==> config.mk <==
export PLATFORM = sky130hd
export DESIGN_NAME = scrambler_flat
export DESIGN_NICKNAME = d
export VERILOG_FILES = /design/src/rtl/scrambler_if.sv /design/src/rtl/scrambler.sv /design/src/flat_wrapper.sv
export SDC_FILE = /design/constraint.sdc
export NUM_CORES = 1
export LEC_CHECK = 0
export CORE_MARGIN = 2
export CORE_UTILIZATION = 30
export DETAILED_ROUTE_END_ITERATION = 8
export GPL_TIMING_DRIVEN = 0
export HOLD_SLACK_MARGIN = 0.15
export SETUP_SLACK_MARGIN = 0.4
export SYNTH_ARGS = -nofsm -noshare
export SYNTH_HDL_FRONTEND = slang
export SYNTH_SLANG_ARGS = --single-unit
export TNS_END_PERCENT = 10
==> constraint.sdc <==
create_clock -name i_clk -period 5.2 [get_ports i_clk]
set_clock_uncertainty 0.2 [all_clocks]
set_input_delay 0.78 -clock i_clk [delete_from_list [all_inputs] [get_ports i_clk]]
set_output_delay 0.78 -clock i_clk [all_outputs]
set_load 0.02 [all_outputs]
==> src/rtl/scrambler_if.sv <==
// scrambler_if: valid/ready word stream carrying a start-of-frame marker.
// The producer side uses the master modport and the consumer side uses the slave modport.
interface scrambler_if #(
  parameter int unsigned WS = 7
);
  logic          valid;
  logic          ready;
  logic [WS-1:0] word;
  logic          sof;

  modport master (output valid, output word, output sof, input ready);
  modport slave  (input valid, input word, input sof, output ready);
endinterface

==> src/rtl/scrambler.sv <==
// scrambler: multiplicative (self-synchronizing) scrambler, WS bits per word, MSB first.
// Each scrambled bit is shifted back into the LFSR, so a matching descrambler recovers
// the data. The output side has a one-word register plus a one-word skid register,
// which keeps full throughput under backpressure.
// Optional build macro: SCRAMBLER_BYPASS_EN adds i_bypass. When i_bypass is high, the
// plaintext word is passed through unchanged, but the LFSR still advances exactly as it
// would for a scrambled word.
module scrambler #(
  parameter int unsigned     WS           = 7,
  parameter int unsigned     LN           = 31,
  parameter logic [LN-1:0]   TAPS         = 31'h00_00_20_01,
  parameter logic [LN-1:0]   INITIAL_FILL = {{(LN-1){1'b0}}, 1'b1}
) (
  input  logic               i_clk,
  input  logic               i_reset,
`ifdef SCRAMBLER_BYPASS_EN
  input  logic               i_bypass,
`endif
  scrambler_if.slave         in_if,
  scrambler_if.master        out_if,
  output logic [15:0]        o_frames
);

  // Feedback parity over the tap-masked LFSR bits.
  function automatic logic parity_f(input logic [LN-1:0] v);
    parity_f = ^v;
  endfunction

  logic [LN-1:0] sreg_q, sreg_d;
  logic [15:0]   frames_q, frames_d;
  logic          out_valid_q, out_valid_d;
  logic [WS-1:0] out_word_q, out_word_d;
  logic          out_sof_q, out_sof_d;
  logic          skid_valid_q, skid_valid_d;
  logic [WS-1:0] skid_word_q, skid_word_d;
  logic          skid_sof_q, skid_sof_d;
  logic          ready_q, ready_d;

  logic [LN-1:0] lfsr_s;
  logic          fb_s;
  logic [WS-1:0] scr_word_s;
  logic [WS-1:0] new_word_s;
  logic          bypass_s;
  logic          accept_s;
  logic          drain_s;

`ifdef SCRAMBLER_BYPASS_EN
  assign bypass_s = i_bypass;
`else
  assign bypass_s = 1'b0;
`endif

  assign accept_s = in_if.valid && ready_q;
  assign drain_s  = out_valid_q && out_if.ready;

  // Scramble the presented word bit by bit, MSB first. Start from the fill on start-of-frame.
  always_comb begin
    fb_s       = 1'b0;
    scr_word_s = '0;
    if (in_if.sof) begin
      lfsr_s = INITIAL_FILL;
    end else begin
      lfsr_s = sreg_q;
    end
    for (int k = 0; k < int'(WS); k++) begin
      fb_s                  = in_if.word[WS-1-k] ^ parity_f(lfsr_s & TAPS);
      scr_word_s[WS-1-k]    = fb_s;
      lfsr_s                = {fb_s, lfsr_s[LN-1:1]};
    end
    if (bypass_s) begin
      new_word_s = in_if.word;
    end else begin
      new_word_s = scr_word_s;
    end
  end

  // Next state: the LFSR and frame count move on accept; the output/skid pair preserves order.
  always_comb begin
    sreg_d       = sreg_q;
    frames_d     = frames_q;
    out_valid_d  = out_valid_q;
    out_word_d   = out_word_q;
    out_sof_d    = out_sof_q;
    skid_valid_d = skid_valid_q;
    skid_word_d  = skid_word_q;
    skid_sof_d   = skid_sof_q;

    if (accept_s) begin
      sreg_d = lfsr_s;
    end else begin
      sreg_d = sreg_q;
    end

    if (accept_s && in_if.sof) begin
      frames_d = frames_q + 16'd1;
    end else begin
      frames_d = frames_q;
    end

    if (skid_valid_q) begin
      // Input is stalled here; only a drain can make progress.
      if (drain_s) begin
        out_word_d   = skid_word_q;
        out_sof_d    = skid_sof_q;
        out_valid_d  = 1'b1;
        skid_valid_d = 1'b0;
      end else begin
        skid_valid_d = 1'b1;
      end
    end else if (accept_s) begin
      if (!out_valid_q || drain_s) begin
        out_word_d  = new_word_s;
        out_sof_d   = in_if.sof;
        out_valid_d = 1'b1;
      end else begin
        skid_word_d  = new_word_s;
        skid_sof_d   = in_if.sof;
        skid_valid_d = 1'b1;
      end
    end else if (drain_s) begin
      out_valid_d = 1'b0;
    end else begin
      out_valid_d = out_valid_q;
    end

    ready_d = !skid_valid_d;
  end

  // State registers, cleared asynchronously by i_reset.
  always_ff @(posedge i_clk or posedge i_reset) begin
    if (i_reset) begin
      sreg_q       <= INITIAL_FILL;
      frames_q     <= 16'd0;
      out_valid_q  <= 1'b0;
      out_word_q   <= '0;
      out_sof_q    <= 1'b0;
      skid_valid_q <= 1'b0;
      skid_word_q  <= '0;
      skid_sof_q   <= 1'b0;
      ready_q      <= 1'b1;
    end else begin
      sreg_q       <= sreg_d;
      frames_q     <= frames_d;
      out_valid_q  <= out_valid_d;
      out_word_q   <= out_word_d;
      out_sof_q    <= out_sof_d;
      skid_valid_q <= skid_valid_d;
      skid_word_q  <= skid_word_d;
      skid_sof_q   <= skid_sof_d;
      ready_q      <= ready_d;
    end
  end

  assign in_if.ready  = ready_q;
  assign out_if.valid = out_valid_q;
  assign out_if.word  = out_word_q;
  assign out_if.sof   = out_sof_q;
  assign o_frames     = frames_q;

endmodule

==> src/flat_wrapper.sv <==
// flat-port wrapper written by rule: the top's interface ports become plain ports
module scrambler_flat 
#(
  parameter int unsigned     WS           = 7,
  parameter int unsigned     LN           = 31,
  parameter logic [LN-1:0]   TAPS         = 31'h00_00_20_01,
  parameter logic [LN-1:0]   INITIAL_FILL = {{(LN-1){1'b0}}, 1'b1}
)
  (i_clk, i_reset, o_frames, in_if_valid, in_if_word, in_if_sof, in_if_ready, out_if_valid, out_if_word, out_if_sof, out_if_ready);
  scrambler_if #(.WS(WS)) in_if_i ();
  scrambler_if #(.WS(WS)) out_if_i ();
  input  logic i_clk;
  input  logic i_reset;
  output logic [15:0] o_frames;
  input wire logic [$bits(in_if_i.valid)-1:0] in_if_valid;
  input wire logic [$bits(in_if_i.word)-1:0] in_if_word;
  input wire logic [$bits(in_if_i.sof)-1:0] in_if_sof;
  output wire logic [$bits(in_if_i.ready)-1:0] in_if_ready;
  output wire logic [$bits(out_if_i.valid)-1:0] out_if_valid;
  output wire logic [$bits(out_if_i.word)-1:0] out_if_word;
  output wire logic [$bits(out_if_i.sof)-1:0] out_if_sof;
  input wire logic [$bits(out_if_i.ready)-1:0] out_if_ready;
  assign in_if_i.valid = in_if_valid;
  assign in_if_i.word = in_if_word;
  assign in_if_i.sof = in_if_sof;
  assign in_if_ready = in_if_i.ready;
  assign out_if_valid = out_if_i.valid;
  assign out_if_word = out_if_i.word;
  assign out_if_sof = out_if_i.sof;
  assign out_if_i.ready = out_if_ready;
  scrambler #(.WS(WS), .LN(LN), .TAPS(TAPS), .INITIAL_FILL(INITIAL_FILL)) u_core (.i_clk(i_clk), .i_reset(i_reset), .in_if(in_if_i), .out_if(out_if_i), .o_frames(o_frames));
endmodule
==> impl_metrics.prom <==
# TYPE chip_impl_metric gauge
chip_impl_info{name="run_status",value="finished clean"} 1
chip_impl_metric{name="total_leakage_power",unit="µW"} 0.00152
chip_impl_info{name="worst_hold_startpoint",value="u_core.o_frames[15]"} 1
chip_impl_metric{name="routed_via_density",unit=""} 4.45
chip_impl_info{name="synth.cells.most_frequent",value="sky130_fd_sc_hd__dfrtp_1 (64), sky130_fd_sc_hd__nand2_1 (43), sky130_fd_sc_hd__o21ai_0 (33)"} 1
chip_impl_info{name="critical_path.reg2reg.endpoint",value="u_core.skid_sof_q"} 1
chip_impl_metric{name="asyncSetResetFlopFracSynth",unit="%"} 100
chip_impl_metric{name="globalRouteOverflowTotal",unit=""} 0
chip_impl_metric{name="max_slew.worst_pin.slew",unit="ns"} 0.817
chip_impl_metric{name="finalHoldViolations",unit=""} 0
chip_impl_metric{name="cts_made_buffers",unit=""} 9
chip_impl_metric{name="floorplan.initialDensity",unit="%"} 30.7
chip_impl_metric{name="vert_die_dim",unit="µm"} 104
chip_impl_info{name="r2r_start",value="u_core.in_if.ready"} 1
chip_impl_metric{name="min_period",unit="ns"} 2.52
chip_impl_metric{name="mappedNetlistNets",unit=""} 297
chip_impl_info{name="tritoncts",value="done"} 1
chip_impl_metric{name="routed_wl",unit="µm"} 6190
chip_impl_metric{name="first_pass_iters",unit=""} 4
chip_impl_info{name="synthTopCellsByArea",value="sky130_fd_sc_hd__dfrtp_1 (54%), sky130_fd_sc_hd__xnor2_1 (7.4%), sky130_fd_sc_hd__o21ai_0 (5.6%)"} 1
chip_impl_info{name="endpoint_kind",value="output port"} 1
chip_impl_metric{name="max_cap_viol_count",unit=""} 0
chip_impl_metric{name="period_share",unit="%"} 48.5
chip_impl_metric{name="reg2reg_slack",unit="ns"} 3.43
chip_impl_metric{name="clock_sink_count",unit=""} 66
chip_impl_metric{name="synthesis.yosys.warnings",unit=""} 0
chip_impl_metric{name="io_buffer_count",unit=""} 35
chip_impl_metric{name="groute.layer.met1.usage",unit="%"} 16.9
chip_impl_info{name="crit_family",value="buffers and inverters"} 1
chip_impl_metric{name="max-vdd-ir-drop",unit="mV"} 0.244
chip_impl_metric{name="htree_num_levels",unit=""} 3
chip_impl_metric{name="syn_area_per_cell",unit="µm²"} 10.5
chip_impl_metric{name="cp.arrival",unit="ns"} 1.54
chip_impl_metric{name="max_slew_margin",unit="%"} 45.5
chip_impl_metric{name="post_synthesis_sequential_area_ratio",unit="%"} 55.6
chip_impl_metric{name="worst_path_largest_cell_delay",unit="ns"} 0.62
chip_impl_metric{name="antenna_diodes",unit=""} 0
chip_impl_metric{name="synth.distinct_cells",unit=""} 33
chip_impl_metric{name="mappedNetlistArea",unit="µm²"} 2970
chip_impl_metric{name="cts.reportedPaths.clkPinSlew",unit="ns"} 0.07
chip_impl_metric{name="die_w",unit="µm"} 104
chip_impl_metric{name="fin_setup_tns",unit="ns"} 0
chip_impl_info{name="whs_endpoint",value="u_core.o_frames[15]"} 1
chip_impl_info{name="synth_largest_area_cell",value="sky130_fd_sc_hd__dfrtp_1"} 1
chip_impl_metric{name="pin_count_of_the_biggest_net_entering_global_routing",unit=""} 67
chip_impl_metric{name="finalPower",unit="µW"} 1910
chip_impl_info{name="postSynth.topFlopCell",value="sky130_fd_sc_hd__dfrtp_1"} 1
chip_impl_metric{name="placement.setup.worst_slack",unit="ns"} 2.62
chip_impl_info{name="clock-root-buffer",value="sky130_fd_sc_hd__clkbuf_8"} 1
chip_impl_info{name="critPathSlowestCell",value="sky130_fd_sc_hd__clkdlybuf4s50_1"} 1
chip_impl_metric{name="max_freq",unit="MHz"} 397
chip_impl_metric{name="synthDominantCellAreaShare",unit="%"} 53.8
chip_impl_metric{name="drive_gt1_share",unit="%"} 13.2
chip_impl_metric{name="post_layout_nonfiller_instances",unit=""} 467
chip_impl_metric{name="core_area",unit="µm²"} 9680
chip_impl_metric{name="antenna_left",unit=""} 0
chip_impl_metric{name="place.detailed.hpwl",unit="µm"} 4270
chip_impl_metric{name="timing.critical_path.required",unit="ns"} 4.22
chip_impl_metric{name="hold_buffers",unit=""} 0
chip_impl_info{name="busiest_layer",value="met2"} 1
chip_impl_metric{name="critical_path_buf_inv_count",unit=""} 1
chip_impl_metric{name="r2r.worst_path.cells",unit=""} 3
chip_impl_metric{name="setup-violations-final",unit=""} 0
chip_impl_metric{name="initial_antenna_violation_count",unit=""} 0
chip_impl_metric{name="synthToLayoutAreaGrowth",unit="%"} 24.3
chip_impl_metric{name="groute.layer.met2.usage",unit="%"} 20.0
chip_impl_metric{name="detailroute.via_count",unit=""} 2080
chip_impl_info{name="synthMostInstantiatedCell",value="sky130_fd_sc_hd__dfrtp_1"} 1
chip_impl_metric{name="critPathMaxFanout",unit=""} 4
chip_impl_metric{name="ports_placed_on_the_boundary",unit=""} 38
chip_impl_metric{name="postLayoutSetupSlackWorst",unit="ns"} 2.68
chip_impl_metric{name="cts_buffer_depth",unit=""} 2
chip_impl_metric{name="post_cts.repair.setup_buffers",unit=""} 0
chip_impl_metric{name="n_fill_cell",unit=""} 974
chip_impl_metric{name="met3_usage",unit="%"} 3.65
chip_impl_metric{name="place_congestion",unit=""} 0.756
chip_impl_metric{name="timing_max_transition_violations_final",unit=""} 0
chip_impl_metric{name="cts_resized",unit=""} 0
chip_impl_info{name="hold_path_class",value="reg2reg"} 1
chip_impl_metric{name="synth.ff_latch_count",unit=""} 66
chip_impl_metric{name="synthesis.instances",unit=""} 284
chip_impl_metric{name="xor_and_xnor_fraction_of_the_mapped_netlist_area",unit="%"} 8.54
chip_impl_metric{name="fin_nets",unit=""} 343
chip_impl_metric{name="wire_length_of_the_first_global_routing_pass",unit="µm"} 11000
chip_impl_metric{name="synth-adder-area-share",unit="%"} 0.421
chip_impl_metric{name="first_iter_violations",unit=""} 112
chip_impl_metric{name="first_global_vias",unit=""} 2162
chip_impl_metric{name="final_util",unit="%"} 38.2
chip_impl_metric{name="synthMuxAreaShare",unit="%"} 1.85
chip_impl_metric{name="clkLatencyLatePin",unit="ns"} 0.35
chip_impl_metric{name="route.detailed.drc",unit=""} 0
chip_impl_info{name="worstPathCellList",value="clkdlybuf4s50_1"} 1
chip_impl_info{name="main_combinational_cell_family_by_area_after_synthesis",value="simple AND/OR/NAND/NOR gates"} 1
chip_impl_info{name="rsz0062_at_grt",value="no"} 1
chip_impl_metric{name="placedCellCount",unit=""} 452
chip_impl_metric{name="floorplan.die_area",unit="µm²"} 10700
chip_impl_metric{name="worstHoldPathCells",unit=""} 1
chip_impl_metric{name="cellPowerDensity",unit="nW/µm²"} 517
chip_impl_metric{name="global_route.usage.total",unit="%"} 12.7
chip_impl_metric{name="yosys.area_share.simple",unit="%"} 19.9
chip_impl_metric{name="synth_edf_count",unit=""} 0
chip_impl_info{name="critPathKind",value="reg2out"} 1
chip_impl_info{name="setup.worst_path.start_class",value="register"} 1
chip_impl_metric{name="synth-compound-area-share",unit="%"} 10.2
chip_impl_metric{name="floorplan.rows",unit=""} 36
chip_impl_metric{name="drt-wirelength-per-cell",unit="µm"} 13.3
[logic make-up (layout without fill, tap and decap cells)]
| kind of cell | count (synthesis) | in the layout |
|---|---|---|
| AND/OR/NAND/NOR | 114 | 114 |
| flip-flops | 66 | 66 |
| AO/OA/AOI/OAI | 49 | 49 |
| XOR/XNOR | 29 | 29 |
| buffers and inverters | 20 | 70 |
| multiplexers | 5 | 5 |
| adder cells (fa/ha/maj) | 1 | 1 |
[per-layer routing]
| metal | wire length [µm] | vias up |
|---|---|---|
| met5 | 0 | - |
| met4 | 102 | 0 |
| met3 | 209 | 11 |
| met2 | 2880 | 39 |
| met1 | 3000 | 999 |
| li1 | - | 1031 |
[flip-flops by register name, indices dropped and copies added, names as in the netlist]
register and flops:
u_core.sreg_q 31, u_core.o_frames 16, u_core.out_if.word 7, u_core.skid_word_q 7
u_core.in_if.ready 1, u_core.out_if.sof 1, u_core.out_if.valid 1, u_core.skid_sof_q 1
u_core.skid_valid_q 1
[final cells by class]
cell class | instances | area, µm² | area share [%]
well taps | 133 | 166 | 4.50
inverters | 4 | 17.5 | 0.474
flip-flops and latches | 66 | 1650 | 44.7
plain buffers | 16 | 90.1 | 2.44
multi-input cells | 198 | 1210 | 32.9
clock inverters | 2 | 35.0 | 0.948
repair buffers | 35 | 350 | 9.48
clock buffers | 13 | 169 | 4.57
[per-stage QoR]
stage	hold WS (ns)	instance area, µm²
final	0.274	3700
after floorplan	0.251	2970
after global routing	0.317	3700
after CTS	0.280	3700
after detailed placement	0.268	3490
after global placement	0.262	3490
[cell usage in the layout (no fill, tap or decap)]
cell	netlist	layout
sky130_fd_sc_hd__clkbuf_8	0	12
sky130_fd_sc_hd__nand3_1	5	5
sky130_fd_sc_hd__mux2_2	4	4
sky130_fd_sc_hd__nand2_2	1	1
sky130_fd_sc_hd__clkbuf_1	9	10
sky130_fd_sc_hd__xnor2_1	25	25
sky130_fd_sc_hd__buf_2	3	3
sky130_fd_sc_hd__buf_4	1	1
sky130_fd_sc_hd__nor3_1	1	1
sky130_fd_sc_hd__clkdlybuf4s50_1	0	35
sky130_fd_sc_hd__mux2i_1	1	1
sky130_fd_sc_hd__nor2_1	18	18
sky130_fd_sc_hd__inv_1	4	3
sky130_fd_sc_hd__and2_4	1	1
sky130_fd_sc_hd__or2b_4	1	1
sky130_fd_sc_hd__clkinv_2	0	1
sky130_fd_sc_hd__nor3_4	1	1
sky130_fd_sc_hd__or2_2	1	1
sky130_fd_sc_hd__a21oi_1	8	8
sky130_fd_sc_hd__xor2_1	4	4
sky130_fd_sc_hd__nand3_4	1	1
sky130_fd_sc_hd__nand2b_1	25	25
sky130_fd_sc_hd__bufinv_16	0	1
sky130_fd_sc_hd__nand2_1	43	43
sky130_fd_sc_hd__buf_6	3	3
sky130_fd_sc_hd__a221o_1	1	1
sky130_fd_sc_hd__or2_0	1	1
sky130_fd_sc_hd__or3_4	1	1
sky130_fd_sc_hd__o211ai_2	7	7
sky130_fd_sc_hd__nand4_1	11	11
sky130_fd_sc_hd__o21ai_0	33	33
sky130_fd_sc_hd__ha_1	1	1
sky130_fd_sc_hd__nor3_2	1	1
sky130_fd_sc_hd__dfstp_2	2	2
sky130_fd_sc_hd__dfrtp_1	64	64
sky130_fd_sc_hd__nor2_2	1	1
sky130_fd_sc_hd__inv_4	0	1
sky130_fd_sc_hd__and3_1	1	1
[how the worst max path moves through the flow]
stage                                  start  cells after the start               endpoint  slack (ns)
after global routing      u_core.in_if.ready                      1            in_if_ready        2.63
after global placement               i_reset                      2  u_core.out_if.word[4]        1.37
after floorplan                      i_reset                      1     u_core.o_frames[0]        2.57
after CTS                 u_core.in_if.ready                      1            in_if_ready        2.65
final                     u_core.in_if.ready                      1            in_if_ready        2.68
after detailed placement         in_if_valid                      4  u_core.skid_word_q[6]        2.62
[where the power goes]
part	leakage (µW)	internal, µW	total [µW]	switching, µW
clock	0.000106	258	446	188
sequential	0.000850	690	818	128
combinational	0.000568	294	648	354
Power figures use the tool's default switching activity.
